`src/rtl/paged_address_sequencer.sv`:
```
// Paged address sequencer: queues {page_count, base} commands and emits one
// 128-byte-aligned page address per page, tracking completion via the reader's tlast.
module paged_address_sequencer #(
    parameter int unsigned ADDR_WIDTH  = 32,
    parameter int unsigned COUNT_WIDTH = 16,
    parameter int unsigned PAGE_SIZE   = 2048,
    parameter int unsigned FIFO_DEPTH  = 4
) (
    input  logic                              aclk,
    input  logic                              reset,
    input  logic                              s_cmd_tvalid,
    output logic                              s_cmd_tready,
    input  logic [ADDR_WIDTH+COUNT_WIDTH-1:0] s_cmd_tdata,
    output logic                              m_axis_tvalid,
    input  logic                              m_axis_tready,
    output logic                              m_axis_tlast,
    output logic [31:0]                       m_axis_tdata,
    input  logic                              s_mon_tvalid,
    input  logic                              s_mon_tlast,
    output logic                              busy,
    output logic                              cmd_done
);

    localparam int unsigned PTR_W  = $clog2(FIFO_DEPTH);
    localparam int unsigned CNT_W  = PTR_W + 1;
    localparam int unsigned PEND_W = $clog2(FIFO_DEPTH + 2) + 1;
    localparam int unsigned CMD_W  = ADDR_WIDTH + COUNT_WIDTH;

    localparam logic [CNT_W-1:0]      DEPTH      = CNT_W'(FIFO_DEPTH);
    localparam logic [ADDR_WIDTH-1:0] PAGE_INC   = ADDR_WIDTH'(PAGE_SIZE);
    localparam logic [ADDR_WIDTH-1:0] ALIGN_MASK = {{(ADDR_WIDTH-7){1'b1}}, 7'b0};

    typedef enum logic {
        IDLE,
        EMIT
    } state_t;

    state_t state, state_next;

    logic [CMD_W-1:0]       mem [FIFO_DEPTH];
    logic [PTR_W-1:0]       wr_ptr, rd_ptr;
    logic [CNT_W-1:0]       fifo_cnt, fifo_cnt_next;
    logic                   head_fresh;
    logic                   push, pop;

    logic [ADDR_WIDTH-1:0]  head_base;
    logic [COUNT_WIDTH-1:0] head_count;
    logic [ADDR_WIDTH-1:0]  cur, cur_next;
    logic [COUNT_WIDTH-1:0] remaining, remaining_next;

    logic                   last_hs, mon_last;
    logic [PEND_W-1:0]      pending;

    assign push                    = s_cmd_tvalid & s_cmd_tready;
    assign {head_count, head_base} = mem[rd_ptr];
    assign m_axis_tdata            = 32'(cur);
    assign last_hs                 = m_axis_tvalid & m_axis_tready & m_axis_tlast;
    assign mon_last                = s_mon_tvalid & s_mon_tlast & (pending != '0);
    assign busy                    = (fifo_cnt != '0) | (state != IDLE) | (pending != '0);

    always_comb begin
        fifo_cnt_next = fifo_cnt;
        if (push && !pop) begin
            fifo_cnt_next = fifo_cnt + CNT_W'(1);
        end else if (pop && !push) begin
            fifo_cnt_next = fifo_cnt - CNT_W'(1);
        end
    end

    // A head entry written on the previous edge is held back one cycle, which
    // gives the two-edge command-to-address latency while keeping a single
    // idle cycle between back-to-back queued commands.
    always_comb begin
        state_next     = state;
        pop            = 1'b0;
        cur_next       = cur;
        remaining_next = remaining;
        m_axis_tvalid  = 1'b0;
        m_axis_tlast   = 1'b0;
        case (state)
            IDLE: begin
                if (fifo_cnt != '0 && !head_fresh) begin
                    pop = 1'b1;
                    if (head_count != '0) begin
                        cur_next       = head_base & ALIGN_MASK;
                        remaining_next = head_count;
                        state_next     = EMIT;
                    end
                end
            end
            EMIT: begin
                m_axis_tvalid = 1'b1;
                m_axis_tlast  = (remaining == COUNT_WIDTH'(1));
                if (m_axis_tready) begin
                    cur_next       = cur + PAGE_INC;
                    remaining_next = remaining - COUNT_WIDTH'(1);
                    if (m_axis_tlast) begin
                        state_next = IDLE;
                    end
                end
            end
        endcase
    end

    always_ff @(posedge aclk or posedge reset) begin
        if (reset) begin
            state        <= IDLE;
            wr_ptr       <= '0;
            rd_ptr       <= '0;
            fifo_cnt     <= '0;
            head_fresh   <= 1'b0;
            s_cmd_tready <= 1'b0;
            cur          <= '0;
            remaining    <= '0;
        end else begin
            state        <= state_next;
            cur          <= cur_next;
            remaining    <= remaining_next;
            fifo_cnt     <= fifo_cnt_next;
            s_cmd_tready <= (fifo_cnt_next < DEPTH);
            head_fresh   <= push && ((fifo_cnt == '0) || (pop && fifo_cnt == CNT_W'(1)));
            if (push) begin
                wr_ptr <= wr_ptr + PTR_W'(1);
            end
            if (pop) begin
                rd_ptr <= rd_ptr + PTR_W'(1);
            end
        end
    end

    always_ff @(posedge aclk) begin
        if (push) begin
            mem[wr_ptr] <= s_cmd_tdata;
        end
    end

    // Monitor tlast with nothing outstanding is dropped rather than underflowing.
    always_ff @(posedge aclk or posedge reset) begin
        if (reset) begin
            pending  <= '0;
            cmd_done <= 1'b0;
        end else begin
            cmd_done <= mon_last;
            case ({last_hs, mon_last})
                2'b10:   pending <= pending + PEND_W'(1);
                2'b01:   pending <= pending - PEND_W'(1);
                default: pending <= pending;
            endcase
        end
    end

endmodule

```
`config.mk`:
```
export PLATFORM = sky130hd
export DESIGN_NAME = paged_address_sequencer
export DESIGN_NICKNAME = d
export VERILOG_FILES = /design/src/rtl/paged_address_sequencer.sv
export SDC_FILE = /design/constraint.sdc
export NUM_CORES = 1
export LEC_CHECK = 0
export BUFFER_PORTS_ARGS = -buffer_cell sky130_fd_sc_hd__buf_2
export CAP_MARGIN = 10
export CORE_MARGIN = 1.5
export CORE_UTILIZATION = 35
export DETAILED_ROUTE_END_ITERATION = 10
export HOLD_SLACK_MARGIN = 0.15
export PLACE_DENSITY_LB_ADDON = 0.25
export RECOVER_POWER = 100
export SYNTH_ARGS = -nofsm -noshare
export SYNTH_HDL_FRONTEND = slang
export SYNTH_SLANG_ARGS = --single-unit
```
`constraint.sdc`:
```
create_clock -name aclk -period 3 [get_ports aclk]
set_input_delay 0.45 -clock aclk [delete_from_list [all_inputs] [get_ports aclk]]
set_output_delay 0.45 -clock aclk [all_outputs]
set_load 0.03 [all_outputs]
```
## After elaboration in Yosys (flattened, before gate mapping)

Memories as Yosys holds them, arrays and structs flattened.
Index checks and enable logic that the tools add are counted.

| cells by class | value |
|---|---|
| add/sub/neg operators | 8 |
| $lt $le $gt $ge | 1 |
| equal/unequal tests | 7 |
| mux-type cells | 22 |
| bitwise operators | 8 |
| reduce and logical (&&, ||, !) cells | 15 |

Operators by type and width:

| kind | number |
|---|---|
| two-way mux 32 bit | 3 |
| one-hot mux 32 bit (2 select lines) | 1 |
| two-way mux 16 bit | 3 |
| adder 32 x 12 -> 32 bit, second input constant | 1 |
| one-hot mux 16 bit (2 select lines) | 1 |
| equality test 16 x 1 -> 1 bit, second input constant | 1 |
| nonzero test 16 bit | 1 |
| subtractor 16 x 1 -> 16 bit, second input constant | 1 |
| two-way mux 1 bit | 10 |
| one-hot mux 4 bit (2 select lines) | 1 |
| two-way mux 3 bit | 2 |
| != test 2 bit, second input constant | 3 |
| bitwise AND 1 bit | 5 |
| logical AND 1 bit | 5 |
| adder 2 x 1 -> 2 bit, second input constant | 2 |
| adder 4 x 1 -> 4 bit, second input constant | 1 |
| nonzero test 4 bit | 1 |
| subtractor 4 x 1 -> 4 bit, second input constant | 1 |
| adder 3 x 1 -> 3 bit, second input constant | 1 |
| equality test 3 x 1 -> 1 bit, second input constant | 1 |
| logical NOT 1 bit | 3 |
| logical NOT 3 bit | 1 |
| < comparator 3 bit, second input constant | 1 |
| AND reduction 3 bit | 1 |
| 9 further kinds | 10 |

| word-level totals | value |
|---|---|
| flip-flop bits (word level) | 63 |
| bits in writable memories | 192 |
| input bits | 54 |
| logic and storage cells | 72 |
| memories kept | 1 |

Memory list:

| name | words | width | read ports | clocked after memory_dff | wr ports | RTL line | source |
|---|---|---|---|---|---|---|---|
| mem | 4 | 48 | 1 | 0 | 1 | 40 | `logic [CMD_W-1:0] mem [FIFO_DEPTH];` |

## Longest topological paths before layout

| logic depth | value |
|---|---|
| depth after elaboration | 8 |
| depth in mapped cells | 12 |

## Least setup slack after synthesis

No wires, ideal clock.

| path | value |
|---|---|
| kind | reg2reg |
| start point | register remaining[4] |
| end point | register pending[2] |
| arrival time | 2.600 ns |
| required time | 2.875 ns |
| slack | 0.275 ns |
| stages on the path, launching flop included | 11 |
| period minus slack after synthesis | 2.725 ns |
| cells stage by stage | dfrtp_1 nor3_1 nand4b_1 or3_1 ha_1 xor2_1 ha_1 a21oi_1 xor2_1 nor2_1 xor2_1 |

| on the way | value |
|---|---|
| longest elaborated chain between the ends | 5 |
| elaborated cells between the ends (all ways) | 7 |
| those cells by class | 3 x eq/ne; 2 x mux; 1 x bitwise; 1 x reduce/logical |

Ends and longest elaborated chain:

| element | RTL line | source |
|---|---|---|
| start, declared | 49 | `logic [COUNT_WIDTH-1:0] remaining, remaining_next;` |
| start signal, assigned | 118 | `remaining <= remaining_next;` |
| equality test 16 x 1 -> 1 bit * | 93 | `m_axis_tlast = (remaining == COUNT_WIDTH'(1));` |
| two-way mux 1 bit * | 80 | `case (state)` |
| bitwise AND 1 bit * | 57 | `assign last_hs = m_axis_tvalid & m_axis_tready & m_axis_tlast;` |
| equality test 2 x 1 -> 1 bit / equality test 2 bit (equally long branches) | 144 | `case ({last_hs, mon_last})` |
| one-hot mux 4 bit (2 select lines) / nonzero test 2 bit (equally long branches) | - |  |
| end signal, assigned | 145 | `2'b10: pending <= pending + PEND_W'(1);` |
| end signal, assigned | 146 | `2'b01: pending <= pending - PEND_W'(1);` |
| end signal, assigned | 147 | `default: pending <= pending;` |
| end, declared | 52 | `logic [PEND_W-1:0] pending;` |

Every way passes the cells marked *; elsewhere a longest branch is shown, timed or not.
A chain may end at the register's enable or synchronous reset.

## Worst setup path after layout

| path | value |
|---|---|
| start point | register rd_ptr[0] |
| end point | register remaining[5] |

| on the way | value |
|---|---|
| longest elaborated chain between the ends | 4 |
| elaborated cells between the ends (all ways) | 7 |
| those cells by class | 1 x eq/ne; 3 x mux; 2 x reduce/logical; 1 x memory |

Ends and longest elaborated chain:

| element | RTL line | source |
|---|---|---|
| start, declared | 41 | `logic [PTR_W-1:0] wr_ptr, rd_ptr;` |
| start signal, assigned | 126 | `rd_ptr <= rd_ptr + PTR_W'(1);` |
| memory read (4 x 48 bit) * | - |  |
| nonzero test 16 bit / two-way mux 16 bit (equally long branches) | 84 | `if (head_count != '0) begin` |
| != test 2 bit (no source line) / two-way mux 16 bit (equally long branches) | - |  |
| AND reduction 3 bit (no source line) / one-hot mux 16 bit (2 select lines) (equally long branches) | - |  |

Every way passes the cells marked *; elsewhere a longest branch is shown, timed or not. The select of a mux whose other input is x is not followed.

==> flow_metrics.py <==
metrics = {
    "sta": {
        "slew_violations": 0,
        "slew_headroom_pct": 4.90,
        "grt_setup_unrepaired": "no",
        "fmax_mhz": 356,
        "setup_tns_ns": 0,
        "finalCritPeriodShare_pct": 93.7,
        "period_needed_ns": 2.81,
        "finalClockSkew_ns": 0.0218,
        "worst_slack_ns": 0.189,
        "tightest_slew_ns": 1.43,
        "finalHoldViolCount": 0,
        "setup_viol": 0,
    },
    "synth": {
        "synth-edff-count": 164,
        "netlist_instances": 632,
        "netlist_area_sq_um": 9580,
        "synth_top_flop_cell": "edfxtp_1",
        "ys_warn_count": 0,
        "yosys-top-cells-area": "edfxtp_1, dfrtp_1, mux4_2",
        "async_flop_share_pct": 25.5,
        "yosysSeqAreaShare_pct": 66.0,
        "avgSynthCellArea_sq_um": 15.2,
        "yosysTopAreaCell": "edfxtp_1",
        "ys_types": 58,
        "post-synth-top-area-fraction_pct": 51.4,
        "synth-seq-cells": 220,
    },
    "finish": {
        "layout_commonest_cell": "edfxtp_1",
        "syn_to_final_growth_pct": 18.7,
        "drive_gt1_share_pct": 14.6,
        "final_cell_mix": "edfxtp_1, clkbuf_1, nand2_1",
        "n_fill_cell": 2436,
        "final_nets": 832,
        "antennaDiodeCount": 0,
    },
    "min_path": {
        "hold_path.class": "in -> reg",
        "hold_depth": 1,
        "min_to": "mem[0][41]$_DFFE_PP_",
        "holdCritStartpoint": "s_cmd_tdata[41]",
    },
    "clock_tree": {
        "cts_resized": 0,
        "numCtsBuffers": 25,
        "cts_tree": "yes",
        "insertion_delay_ns": 0.53,
        "cts_hold_buf": 32,
        "cts_setup_buffers": 0,
        "root_buffer": "clkbuf_16",
        "clk_pin_slew_ns": 0.06,
        "cts_buffer_depth": 3,
        "cts_sinks": 220,
        "cts_max_level": 1,
    },
    "worst_setup_path": {
        "rrSetupSlack_ns": 0.19,
        "critPathLaunchType": "flip-flop",
        "crit_path_end_kind": "flip-flop",
        "worst_ep_required_time_ns": 3.40,
        "crit_buf_inv": 1,
        "slowest_stage": "mux4_2",
        "max_stage_delay_ns": 0.55,
        "r2r_end": "remaining[5]$_DFFE_PP0P_",
        "crit_type": "reg -> reg",
        "path_delay_family": "simple AND/OR/NAND/NOR gates",
        "rr_worst_depth": 6,
        "arrival_ns": 3.21,
        "crit_fanout": 16,
        "crit_path_cell_trace": "buf_12, mux4_2, nor4_1, and4_1, o21ai_2, a221oi_1",
        "timing.rr.start": "rd_ptr[0]$_DFFE_PP0P_",
    },
    "placed_design": {
        "globalplace.congestion": 0.808,
        "dp_hpwl_um": 14800,
        "port_buffers": 76,
        "pre_cts_ws_ns": 0.226,
    },
    "status": {
        "status": "finished clean",
    },
    "routing": {
        "wl_per_cell_um": 19.6,
        "vias": 6098,
        "drt_iter0_drc": 568,
        "dr.pass1.iters": 5,
        "wl_um": 22000,
        "drc": 0,
        "ant_nets": 0,
        "vias_per_cell": 5.43,
    },
    "floorplanning": {
        "start_util_pct": 35.6,
        "core_sq_um": 27000,
        "io_pins": 91,
        "num_rows": 60,
        "die_w_um": 168,
        "die_h_um": 168,
        "die_area_sq_um": 28400,
    },
    "power_and_ir_drop": {
        "ir_drop_mv": 0.446,
        "leakage_nw": 3.88,
        "powerDensity_nw_per_um2": 685,
    },
    "flow_run": {
        "cap_violations": 0,
    },
    "global_route": {
        "antenna_found_initial": 0,
        "grt_max_degree": 42,
        "gr-total-overflow": 0,
        "grt_pass1_wl_um": 35400,
        "grt_pass1_vias": 6311,
        "grt_use_total_pct": 15.9,
    },
}
==> cell usage after synthesis, types with 8 or more instances <==
master and count:
nor3_1 11, o31a_1 9, buf_4 8, o221ai_1 22
edfxtp_1 164, nand3_1 26, clkbuf_1 20, inv_1 14
nor4_1 10, o21ai_0 12, dfrtp_1 56, nor2_1 24
mux4_2 41, a21oi_1 13, o211ai_1 19, ha_1 16
nand2_1 57, and3_1 8
==> layout make-up <==
type                       instances  area (sq um)  area share [%]
multi-input combinational        362          3000            26.3
inverter                          16          60.1           0.528
sequential                       220          6330            55.6
clock buffer                      34           679            5.97
timing repair buffer             137           796            6.99
tap                              341           427            3.75
clock inverter                    12          92.6           0.814
==> worst register-to-register path, cell delays in order (launching register included) <==
cell,delay [ns]
dfrtp_2,0.38
buf_12,0.18
mux4_2,0.57
nor4_1,0.52
and4_1,0.42
o21ai_2,0.23
a221oi_1,0.39
==> per-stage QoR <==
step	total power [mW]	utilization (%)	hold WS [ns]	instance area, sq um	cells
finish	7.80	42.2	0.211	11400	1122
global route	8.14	42.2	0.225	11400	1122
CTS	7.92	42.8	0.151	11500	1122
detailed placement	5.05	38.8	0.464	10500	1044
global placement	4.97	38.8	0.451	10500	1044
floorplan	4.61	-	0.435	9610	638
==> worst max-delay path by stage <==
stage / from / endpoint / slack, ns / depth (start not counted)
3_5_place_dp: rd_ptr[0]$_DFFE_PP0P_ / m_axis_tdata[23]$_DFFE_PP0P_ / 0.23 / 7
3_3_place_gp: rd_ptr[0]$_DFFE_PP0P_ / m_axis_tdata[14]$_DFFE_PP0P_ / 0.32 / 7
4_1_cts: rd_ptr[0]$_DFFE_PP0P_ / remaining[5]$_DFFE_PP0P_ / 0.16 / 6
6_report: rd_ptr[0]$_DFFE_PP0P_ / remaining[5]$_DFFE_PP0P_ / 0.19 / 6
5_1_grt: remaining[12]$_DFFE_PP0P_ / pending[2]$_DFFE_PP0P_ / 0.02 / 11
2_1_floorplan: remaining[4]$_DFFE_PP0P_ / pending[2]$_DFFE_PP0P_ / 0.27 / 10
==> power breakdown <==
part	internal (mW)	switching (mW)	total [mW]
clock network	1.67	1.16	2.84
logic	0.329	0.687	1.02
registers	3.76	0.183	3.95
total	5.76	2.03	7.80
==> state kept, by name, indices dropped and copies added (netlist names) <==
| signal | count |
|---|---|
| head_fresh | 1 |
| pending | 4 |
| m_axis_tdata | 25 |
| fifo_cnt | 3 |
| wr_ptr | 2 |
| cmd_done | 1 |
| mem | 164 |
| s_cmd_tready | 1 |
| rd_ptr | 2 |
| state | 1 |
| remaining | 16 |
==> logic make-up (layout without fill, tap and decap cells) <==
logic type / Yosys count / after routing / synth area share [%]
AOI/OAI and AO/OA: 107 / 107 / 8.33
adders and majority gates: 16 / 16 / 2.09
and+or+nand+nor: 174 / 174 / 9.19
muxes: 49 / 49 / 10.7
other: 1 / 7 / 0.0391
buffers and inverters: 56 / 199 / 2.83
xor gates and xnor gates: 9 / 9 / 0.822
DFF: 220 / 220 / 66.0
==> routing by layer <==
layer	GRT usage, %	wire [um]
met3	3.09	1320
met1	21.0	9400
met2	26.9	10700
met4	4.66	486
met5	0	0
(Power assumes the default switching activity.)
